**config.mk**
```make
export PLATFORM = sky130hd
export DESIGN_NAME = dma_status_tracker
export DESIGN_NICKNAME = d
export VERILOG_FILES = /design/src/rtl/dma_status_tracker_pkg.sv /design/src/rtl/dma_status_tracker_outst_counter.sv /design/src/rtl/dma_status_tracker.sv
export SDC_FILE = /design/constraint.sdc
export NUM_CORES = 1
export LEC_CHECK = 0
export ABC_AREA = 0
export CORE_UTILIZATION = 59
export CTS_CLUSTER_SIZE = 24
export DETAILED_ROUTE_END_ITERATION = 8
export DONT_BUFFER_PORTS = 1
export GPL_TIMING_DRIVEN = 0
export PLACE_DENSITY_LB_ADDON = 0.12
export SLEW_MARGIN = 20
export SYNTH_ARGS = -nofsm -noshare
export SYNTH_HDL_FRONTEND = slang
export SYNTH_SLANG_ARGS = --single-unit
```
**constraint.sdc**
```tcl
create_clock -name ha_pclock -period 5.1 [get_ports ha_pclock]
set_input_delay 0.51 -clock ha_pclock [delete_from_list [all_inputs] [get_ports ha_pclock]]
set_output_delay 0.51 -clock ha_pclock [all_outputs]
set_load 0.02 [all_outputs]
```
**src/rtl/dma_status_tracker_pkg.sv**
```systemverilog
// -----------------------------------------------------------------------------
// dma_status_tracker_pkg
// Shared definitions for the DMA status tracker slice.
//   state_t         : job lifecycle states (IDLE / WED_FETCH / RUN / DRAIN)
//   JOB_CNT_W       : width of the completed-job counter
//   WR_SIZE_W       : width of the per-job written-byte accumulator
//   MAX_RESP_BYTES  : largest byte count a single write response can report
//   sat_add_size()  : saturating accumulate for the written-byte total
// -----------------------------------------------------------------------------
package dma_status_tracker_pkg;

   typedef enum logic [1:0] {
      ST_IDLE      = 2'd0,
      ST_WED_FETCH = 2'd1,
      ST_RUN       = 2'd2,
      ST_DRAIN     = 2'd3
   } state_t;

   localparam int             JOB_CNT_W      = 16;
   localparam int             WR_SIZE_W      = 32;
   localparam logic [7:0]     MAX_RESP_BYTES = 8'd128;

   // Adds one response's byte count to the running total, sticking at
   // all-ones instead of wrapping so a huge job never reads back as small.
   function automatic logic [WR_SIZE_W-1:0] sat_add_size(
      input logic [WR_SIZE_W-1:0] acc,
      input logic [7:0]           bytes
   );
      logic [WR_SIZE_W:0] sum;
      sum = {1'b0, acc} + {{(WR_SIZE_W-7){1'b0}}, bytes};
      return sum[WR_SIZE_W] ? {WR_SIZE_W{1'b1}} : sum[WR_SIZE_W-1:0];
   endfunction

endpackage

```
**src/rtl/dma_status_tracker_outst_counter.sv**
```systemverilog
// -----------------------------------------------------------------------------
// outst_counter
// Clamping up/down counter of outstanding PSL commands in one direction.
// Ports:
//   ha_pclock  in   clock
//   reset      in   synchronous active-high reset
//   inc        in   command issued this cycle
//   dec        in   response received this cycle
//   count      out  registered outstanding count
//   nonzero    out  count != 0
//   underflow  out  this cycle's response arrives with nothing outstanding
//   overflow   out  this cycle's issue arrives with the counter already full
// -----------------------------------------------------------------------------
module outst_counter
   import dma_status_tracker_pkg::*;
#(
   parameter int OUTST_W = 8
) (
   input  logic               ha_pclock,
   input  logic               reset,
   input  logic               inc,
   input  logic               dec,
   output logic [OUTST_W-1:0] count,
   output logic               nonzero,
   output logic               underflow,
   output logic               overflow
);

   localparam logic [OUTST_W-1:0] CNT_MAX = {OUTST_W{1'b1}};

   // A simultaneous issue and response cancel out, so the clamp flags only
   // fire for a lone event that would push the count past either end.
   assign underflow = dec && !inc && (count == '0);
   assign overflow  = inc && !dec && (count == CNT_MAX);
   assign nonzero   = (count != '0);

   // Count register: move by one unless the move would wrap, in which case
   // the count simply holds at its end stop.
   always_ff @(posedge ha_pclock) begin
      if (reset) begin
         count <= '0;
      end else if (inc && !dec && !overflow) begin
         count <= count + 1'b1;
      end else if (dec && !inc && !underflow) begin
         count <= count - 1'b1;
      end
   end

endmodule

```
**src/rtl/dma_status_tracker.sv**
```systemverilog
// -----------------------------------------------------------------------------
// dma_status_tracker
// Follows the single dedicated-process job through IDLE -> WED_FETCH -> RUN ->
// DRAIN -> IDLE and summarises its DMA traffic for the MMIO status word.
// Optional feature macro: STATUS_ERR_CHECK_EN (enables sticky status_err).
// Ports:
//   ha_pclock, reset     clock, synchronous active-high reset
//   job_start            pulse: job started
//   job_done_req         pulse: job end / abort requested
//   wed_val              pulse: WED data returned
//   rd_cmd_issue/rd_resp read command issued / read response received
//   wr_cmd_issue/wr_resp write command issued / write response received
//   wr_resp_bytes        bytes completed by the current write response
//   job_working          job active (state not IDLE)
//   wed_data_val         WED received for the current job
//   on_reading           reads outstanding
//   on_writting          writes outstanding
//   job_counter          completed jobs since reset (wraps)
//   write_size           bytes written in current / last job (saturates)
//   job_done             one-cycle pulse when the job has fully drained
//   status_err           sticky protocol error (0 unless macro defined)
// -----------------------------------------------------------------------------
module dma_status_tracker
   import dma_status_tracker_pkg::*;
#(
   parameter int OUTST_W = 8
) (
   input  logic                 ha_pclock,
   input  logic                 reset,
   input  logic                 job_start,
   input  logic                 job_done_req,
   input  logic                 wed_val,
   input  logic                 rd_cmd_issue,
   input  logic                 rd_resp,
   input  logic                 wr_cmd_issue,
   input  logic                 wr_resp,
   input  logic [0:7]           wr_resp_bytes,
   output logic                 job_working,
   output logic                 wed_data_val,
   output logic                 on_reading,
   output logic                 on_writting,
   output logic [0:JOB_CNT_W-1] job_counter,
   output logic [0:WR_SIZE_W-1] write_size,
   output logic                 job_done,
   output logic                 status_err
);

   localparam logic [OUTST_W-1:0] OUTST_ONE = OUTST_W'(1);

   state_t             state, state_next;
   logic               job_accept, wed_accept, drain_exit;
   logic [OUTST_W-1:0] rd_count, wr_count;
   logic               rd_nonzero, wr_nonzero;
   logic               rd_under, rd_over, wr_under, wr_over;
   logic               rd_next_zero, wr_next_zero;
   logic [7:0]         resp_bytes;

   outst_counter #(.OUTST_W(OUTST_W)) u_rd_cnt (
      .ha_pclock (ha_pclock),
      .reset     (reset),
      .inc       (rd_cmd_issue),
      .dec       (rd_resp),
      .count     (rd_count),
      .nonzero   (rd_nonzero),
      .underflow (rd_under),
      .overflow  (rd_over)
   );

   outst_counter #(.OUTST_W(OUTST_W)) u_wr_cnt (
      .ha_pclock (ha_pclock),
      .reset     (reset),
      .inc       (wr_cmd_issue),
      .dec       (wr_resp),
      .count     (wr_count),
      .nonzero   (wr_nonzero),
      .underflow (wr_under),
      .overflow  (wr_over)
   );

   // The drain check looks at where each counter lands after this cycle's
   // events, so the last response and job_done are only one edge apart.
   assign rd_next_zero = (!rd_nonzero && !(rd_cmd_issue && !rd_resp)) ||
                         ((rd_count == OUTST_ONE) && rd_resp && !rd_cmd_issue);
   assign wr_next_zero = (!wr_nonzero && !(wr_cmd_issue && !wr_resp)) ||
                         ((wr_count == OUTST_ONE) && wr_resp && !wr_cmd_issue);

   // Out-of-range byte counts are clipped so one bad response cannot
   // inflate the total beyond a legal transfer.
   assign resp_bytes = (wr_resp_bytes > MAX_RESP_BYTES) ? MAX_RESP_BYTES : wr_resp_bytes;

   // Next-state logic for the job lifecycle. An end request while still
   // waiting on the WED is an abort and takes priority over the WED arriving.
   always_comb begin
      state_next = state;
      job_accept = 1'b0;
      wed_accept = 1'b0;
      drain_exit = 1'b0;
      case (state)
         ST_IDLE: begin
            if (job_start) begin
               state_next = ST_WED_FETCH;
               job_accept = 1'b1;
            end
         end
         ST_WED_FETCH: begin
            if (job_done_req) begin
               state_next = ST_DRAIN;
            end else if (wed_val) begin
               state_next = ST_RUN;
               wed_accept = 1'b1;
            end
         end
         ST_RUN: begin
            if (job_done_req) begin
               state_next = ST_DRAIN;
            end
         end
         ST_DRAIN: begin
            if (rd_next_zero && wr_next_zero) begin
               state_next = ST_IDLE;
               drain_exit = 1'b1;
            end
         end
         default: state_next = ST_IDLE;
      endcase
   end

   // State register.
   always_ff @(posedge ha_pclock) begin
      if (reset) begin
         state <= ST_IDLE;
      end else begin
         state <= state_next;
      end
   end

   // Per-job status flags and the completion pulse / job tally. A reset
   // mid-job clears everything, so an abandoned job never reaches the tally.
   always_ff @(posedge ha_pclock) begin
      if (reset) begin
         wed_data_val <= 1'b0;
         job_done     <= 1'b0;
         job_counter  <= '0;
      end else begin
         job_done <= drain_exit;
         if (drain_exit) begin
            job_counter <= job_counter + 1'b1;
         end
         if (job_accept) begin
            wed_data_val <= 1'b0;
         end else if (wed_accept) begin
            wed_data_val <= 1'b1;
         end
      end
   end

   // Written-byte total: restarts with each new job, accumulates every write
   // response regardless of state, and is kept after the job for readback.
   always_ff @(posedge ha_pclock) begin
      if (reset) begin
         write_size <= '0;
      end else if (job_accept) begin
         write_size <= '0;
      end else if (wr_resp) begin
         write_size <= sat_add_size(write_size, resp_bytes);
      end
   end

`ifdef STATUS_ERR_CHECK_EN
   // Sticky protocol error: any clamped counter event or any lifecycle strobe
   // arriving in a state that ignores it latches until reset.
   always_ff @(posedge ha_pclock) begin
      if (reset) begin
         status_err <= 1'b0;
      end else if (rd_under || rd_over || wr_under || wr_over ||
                   (job_start && (state != ST_IDLE)) ||
                   (wed_val && (state != ST_WED_FETCH))) begin
         status_err <= 1'b1;
      end
   end
`else
   // Error reporting compiled out; the clamp flags are intentionally dropped.
   logic unused_err_flags;
   assign unused_err_flags = rd_under ^ rd_over ^ wr_under ^ wr_over;
   assign status_err       = 1'b0;
`endif

   // Status bits straight off the state and counter registers.
   assign job_working = (state != ST_IDLE);
   assign on_reading  = rd_nonzero;
   assign on_writting = wr_nonzero;

endmodule

```
==> flow_metrics.py, run 1 <==
metrics = {
    "clocking": {
        "h-tree-depth": 3,
        "cts_hold_buf": 0,
        "cts-buffers-inserted": 9,
        "cts.sinks": 68,
        "post-cts-setup-buffers": 0,
        "clockBufferDepth": 2,
        "cts_tree": "yes",
        "clk_pin_slew_ns": 0.08,
        "cts.root.buffer_cell": "clkbuf_8",
        "cts_resized": 0,
        "clkLatencyLatePin_ns": 0.35,
    },
    "timing": {
        "fin_setup_tns_ns": 0,
        "finalCriticalPeriod_ns": 3.00,
        "slew-limit-headroom_pct": 44.4,
        "rsz0062_at_grt": "no",
        "setup_violations": 0,
        "tightest_slew_ns": 0.826,
        "fin_worst_skew_ns": 0.0118,
        "drv_slew": 0,
        "finalCritPeriodShare_pct": 58.8,
        "hold_viol_final": 0,
        "fmax_ghz": 0.333,
    },
    "finish": {
        "syn2layout_area_growth_pct": 7.98,
        "final_cell_mix": "dfxtp_1, nor2_1, nand2_1",
        "final_common_cell": "dfxtp_1",
        "nNetsFinal": 487,
        "final_layout_size_suffix_gt1_share_pct": 9.05,
        "num_antenna_cells": 0,
        "fin_cells": 530,
    },
    "yosys": {
        "avgSynthCellArea_sq_um": 8.88,
        "synth-edff-count": 0,
        "synth_top_area_cell": "dfxtp_1",
        "yosysTopAreaCellShare_pct": 35.0,
        "ys_ff_latch": 68,
        "synth_cells": 438,
        "synthFlopType": "dfxtp_1",
        "netlist_area_sq_um": 3890,
        "yosysSeqAreaShare_pct": 35.0,
        "ys_top_cells_by_area": "dfxtp_1, ha_1, xor2_1",
        "synth_cell_types": 58,
        "syn-num-nets": 476,
        "ys_warn_count": 0,
        "async_reset_ff_share_pct": 0,
    },
    "critical_path": {
        "crit_buf_inv": 1,
        "worstRegToRegCells": 7,
        "required_ns": 5.31,
        "critPathKind": "flip-flop to flip-flop",
        "crit_path_cell_trace": "ha_1 -> fa_1 -> a211oi_1 -> o21ai_1 -> o2111ai_1 -> clkbuf_1 -> a311oi_1",
        "cp-start-kind": "flip-flop",
        "cp_max_fo": 10,
        "r2r_slack_ns": 2.10,
        "reg2reg_to": "write_size[0]",
        "slowest_stage": "o2111ai_1",
        "timing.rr.start": "write_size[31]",
        "arrival_ns": 3.21,
        "slowest_delay_ns": 0.68,
        "end_kind": "flip-flop",
        "crit_family": "compound AO/OA/AOI/OAI gates",
    },
    "grt": {
        "grt_pass1_wl_um": 14500,
        "grt_max_degree": 13,
        "antenna_found_initial": 0,
        "grt_pass1_vias": 3138,
        "grt_overflow": 0,
        "track_usage_pct": 25.6,
    },
    "placed_design": {
        "placedCellCount": 515,
        "dp_hpwl_um": 6220,
        "io_buffers": 0,
        "gp_congestion": 0.862,
    },
    "hold_path": {
        "min_from": "wed_val",
        "hold_depth": 2,
        "whs_endpoint": "wed_data_val",
        "hp-class": "input pin to flip-flop",
    },
    "die": {
        "design.die.area_sq_um": 6920,
        "start_util_pct": 61.2,
        "core_sq_um": 6350,
        "core.rowCount": 29,
        "io_pins": 71,
        "fp.dieW_um": 83.2,
        "dieHeight_um": 83.2,
    },
    "detailed_routing": {
        "wl_um": 8550,
        "drt_iter0_markers": 160,
        "dr_total_vias": 3271,
        "drt-vias-per-instance": 6.17,
        "wl_per_cell_um": 16.1,
        "dr.pass1.iters": 4,
        "drc_errors": 0,
        "ant_nets": 0,
    },
    "power_and_ir_drop": {
        "ir_drop_mv": 0.229,
        "powerDensity_nw_per_um2": 422,
        "p_leak_nw": 1.65,
    },
    "run": {
        "drv_cap": 0,
    },
    "status": {
        "run_status": "finished clean",
    },
}
-- worst max path at each step --
stage | depth (start not counted) | slack, ns | start | to
global route | 7 | 1.85 | write_size[31] | write_size[21]
CTS | 7 | 2.09 | write_size[31] | write_size[0]
detailed placement | 8 | 1.90 | wr_resp_bytes[7] | write_size[0]
global placement | 8 | 1.93 | wr_resp_bytes[7] | write_size[0]
floorplan | 8 | 2.44 | wr_resp_bytes[7] | write_size[0]
finish | 7 | 2.10 | write_size[31] | write_size[0]
-- layout make-up --
type	count	area (sq um)
multi-input combinational	337	2390
inverter	19	71.3
tap	77	96.3
clock inverter	6	90.1
sequential	68	1360
clock buffer	9	124
fill	516	2150
buffer	14	65.1
-- flip-flops by register name (all words and copies together) (netlist names) --
register        count
write_size         32
job_counter        16
u_rd_cnt.count      8
u_wr_cnt.count      8
state               2
job_done            1
wed_data_val        1
-- layer usage --
| metal | global-route usage, % | up-vias | routed length, um |
|---|---|---|---|
| met5 | 0 | - | 0 |
| met4 | 7.21 | 0 | 72 |
| met3 | 8.65 | 7 | 474 |
| met2 | 44.9 | 89 | 4230 |
| met1 | 29.5 | 1545 | 3780 |
| li1 | - | 1630 | - |
-- metrics by stage --
stage | setup slack, ns | hold slack, ns | area, sq um | total power, W | utilization [%]
4_1_cts | 2.09 | 0.329 | 4200 | 0.00178 | 66.1
3_5_place_dp | 1.90 | 0.560 | 3980 | 0.00129 | 62.7
2_1_floorplan | 2.44 | 0.504 | 3890 | 0.00118 | -
5_1_grt | 1.85 | 0.331 | 4200 | 0.00188 | 66.1
6_report | 2.10 | 0.333 | 4200 | 0.00177 | 66.1
3_3_place_gp | 1.93 | 0.533 | 3980 | 0.00128 | 62.7
-- synthesized netlist by cell type, drive strengths merged, types with 2 or more instances --
library cell  instances
dfxtp                68
o211ai                5
o211a                 2
or2                   2
xnor2                15
nand3                19
a22oi                 2
a211o                 2
a21oi                25
o21a                  2
o21ai                12
nor2                 47
clkbuf               10
o2111ai               4
nand4                13
mux2i                 6
or3                   3
o221a                 8
o22ai                 3
a311oi                6
nor4                  5
nor3b                 2
and3                 11
a2111oi               3
a21o                  6
buf                   4
nand2b                2
nor2b                10
xor2                 25
ha                   20
nand2                29
inv                  19
and2                  4
a31oi                11
a211oi               12
nor3                  7
-- worst reg2reg max path: stages (launching register included) --
cell,delay [ns]
dfxtp_1,0.39
ha_1,0.27
fa_1,0.43
a211oi_1,0.26
o21ai_1,0.21
o2111ai_1,0.69
clkbuf_1,0.46
a311oi_1,0.17
-- where the power goes --
group	leakage (nW)	internal [W]	switching (W)
logic	0.996	0.000234	0.000374
clock network	0.105	0.000273	0.000214
registers	0.551	0.000590	0.0000869
-- kinds of logic (layout without fill, tap and decap cells) --
group | Yosys count | in the layout | synth area share, %
AND/OR/NAND/NOR | 157 | 157 | 21.3
AO/OA/AOI/OAI | 112 | 112 | 22.6
flip-flops | 68 | 68 | 35.0
XOR/XNOR | 40 | 40 | 9.01
buffers and inverters | 33 | 48 | 3.51
adder cells (fa/ha/maj) | 21 | 21 | 6.95
multiplexers | 6 | 6 | 1.54
other | 1 | 1 | 0.0965
Note: power is estimated with default switching activity, not from simulation.
==> run 2, diff against run 1 <==
--- a/config.mk
+++ b/config.mk
@@ -6,7 +6,7 @@
 export NUM_CORES = 1
 export LEC_CHECK = 0
 export ABC_AREA = 0
-export CORE_UTILIZATION = 59
+export CORE_UTILIZATION = 57
 export CTS_CLUSTER_SIZE = 24
 export DETAILED_ROUTE_END_ITERATION = 8
 export DONT_BUFFER_PORTS = 1
==> constraint.sdc (replaced) <==
create_clock -name ha_pclock -period 2.6 [get_ports ha_pclock]
set_input_delay 0.26 -clock ha_pclock [delete_from_list [all_inputs] [get_ports ha_pclock]]
set_output_delay 0.26 -clock ha_pclock [all_outputs]
set_load 0.02 [all_outputs]
==> run 2 against run 1 <==
Against the previous run:
- the flow now finishes with violations (design-rule violations)
- sequential power rose by 96%
- clock power rose by 95%
- die area grew 3.4%
- highest routed layer unchanged
- critical endpoint is now write_size[23]
- flip-flop and latch count is the same
==> flow_metrics.py, run 2 (synthesized netlist as in run 1, its figures left out) <==
metrics = {
    "status": {
        "run_status": "finished with violations",
        "violations": "design-rule violations",
    },
    "clocking": {
        "clk_pin_slew_ns": 0.08,
        "h-tree-depth": 3,
        "clockBufferDepth": 2,
        "clkLatencyLatePin_ns": 0.34,
        "cts_tree": "yes",
        "cts.sinks": 68,
        "cts.root.buffer_cell": "clkbuf_8",
        "cts-buffers-inserted": 9,
    },
    "timing": {
        "fin_setup_tns_ns": 0,
        "drv_slew": 0,
        "finalCriticalPeriod_ns": 2.53,
        "rsz0062_at_grt": "yes",
        "finalCritPeriodShare_pct": 97.2,
        "hold_viol_final": 0,
        "setup_violations": 0,
        "fmax_ghz": 0.396,
        "slew-limit-headroom_pct": 41.9,
        "tightest_slew_ns": 0.863,
        "fin_worst_skew_ns": 0.0105,
    },
    "grt": {
        "antenna_found_initial": 0,
        "grt_max_degree": 13,
        "track_usage_pct": 24.6,
        "grt_pass1_vias": 3090,
        "grt_overflow": 0,
        "grt_pass1_wl_um": 14200,
    },
    "finish": {
        "nNetsFinal": 490,
        "syn2layout_area_growth_pct": 9.53,
        "final_layout_size_suffix_gt1_share_pct": 11.6,
        "reg_top3": "write_size x32, job_counter x16",
        "num_antenna_cells": 0,
        "largest_reg_flops": 32,
        "final_cell_mix": "dfxtp_1, nor2_1, nand2_1",
        "final_common_cell": "dfxtp_1",
        "final_util_pct": 65.9,
        "nFillCells": 550,
        "regMostFlops": "write_size",
    },
    "run": {
        "drv_cap": 0,
    },
    "detailed_routing": {
        "dr_total_vias": 3310,
        "dr.pass1.iters": 7,
        "wl_um": 8530,
        "ant_nets": 0,
        "drt_iter0_markers": 133,
        "drt-vias-per-instance": 6.21,
        "drc_errors": 7,
        "wl_per_cell_um": 16.0,
    },
    "critical_path": {
        "timing.rr.start": "write_size[31]",
        "critPathKind": "flip-flop to flip-flop",
        "cp-start-kind": "flip-flop",
        "required_ns": 2.83,
        "slowest_delay_ns": 0.44,
        "critPathLaunch": "write_size[31]",
        "end_kind": "flip-flop",
        "cp_max_fo": 7,
        "slowest_stage": "fa_1",
        "arrival_ns": 2.76,
        "crit_path_cell_trace": "ha_1 -> fa_1 -> a211oi_2 -> o21ai_2 -> o2111ai_2 -> buf_4 -> nand2_1 -> o311a_1",
    },
    "power_and_ir_drop": {
        "powerDensity_nw_per_um2": 820,
        "finalPower_w": 0.00349,
        "ir_drop_mv": 0.385,
        "p_leak_nw": 1.68,
    },
    "placed_design": {
        "io_buffers": 0,
        "gp_congestion": 0.845,
        "dp_hpwl_um": 6140,
    },
    "die": {
        "dieHeight_um": 84.6,
        "io_pins": 71,
        "core_sq_um": 6460,
        "fp.dieW_um": 84.6,
        "design.die.area_sq_um": 7150,
        "start_util_pct": 60.2,
        "core.rowCount": 29,
    },
    "hold_path": {
        "hp-class": "input pin to flip-flop",
        "min_from": "wed_val",
    },
}
## run 2: where the power goes
part	internal, W	switching (W)	total, W	leakage, nW
Sequential	0.00116	0.000172	0.00133	0.552
Clock	0.000536	0.000415	0.000951	0.105
Combinational	0.000463	0.000745	0.00121	1.02
## run 2: timing repair
item,in CTS,in global routing
hold endpoints to repair,0,0
buffers inserted,0,3
setup endpoints to repair,25,29
hold buffers,0,0
gates resized for setup,3,9
## run 2: final timing paths
path | endpoint | slack (ns) | cells past startpoint
worst min-delay path | wed_data_val | 0.09 | 2
worst min register to register | state[1] | 0.57 | 2
worst max-delay path | write_size[23] | 0.07 | 8
worst max register to register | write_size[23] | 0.07 | 8
## run 2: area by class of cell
type	count	area, sq um	area share, %
buffer	14	67.6	1.59
clock buffer	9	124	2.91
clock inverter	6	90.1	2.12
inverter	19	71.3	1.67
multi-input combinational	337	2420	56.9
sequential	68	1360	32.0
tap	77	96.3	2.26
timing repair buffer	3	22.5	0.529
## run 2: stage by stage
| stage | hold slack (ns) | worst slack, ns | cell area [sq um] | std cells |
|---|---|---|---|---|
| after floorplan | 0.427 | 0.141 | 3890 | 438 |
| after global placement | 0.439 | -0.361 | 3980 | 515 |
| after detailed placement | 0.443 | -0.389 | 3980 | 515 |
| after CTS | 0.0804 | -0.0347 | 4210 | 530 |
| after global routing | 0.0747 | -0.0143 | 4260 | 533 |
| final | 0.0930 | 0.0741 | 4260 | 533 |
## run 2: metal layers
metal  track usage (%)  routed length (um)
met1              28.4                3710
met2              43.4                4200
met3              7.28                 498
met4              8.47                 115
met5                 0                   0
## run 2: worst max-delay path, delay by kind of cell (launching register included)
kind                       cells  cell delay (ns)
DFF                            1             0.39
and+or+nand+nor                1             0.05
adders and majority gates      2             0.71
AOI/OAI and AO/OA              4             1.08
buffers and inverters          1             0.19
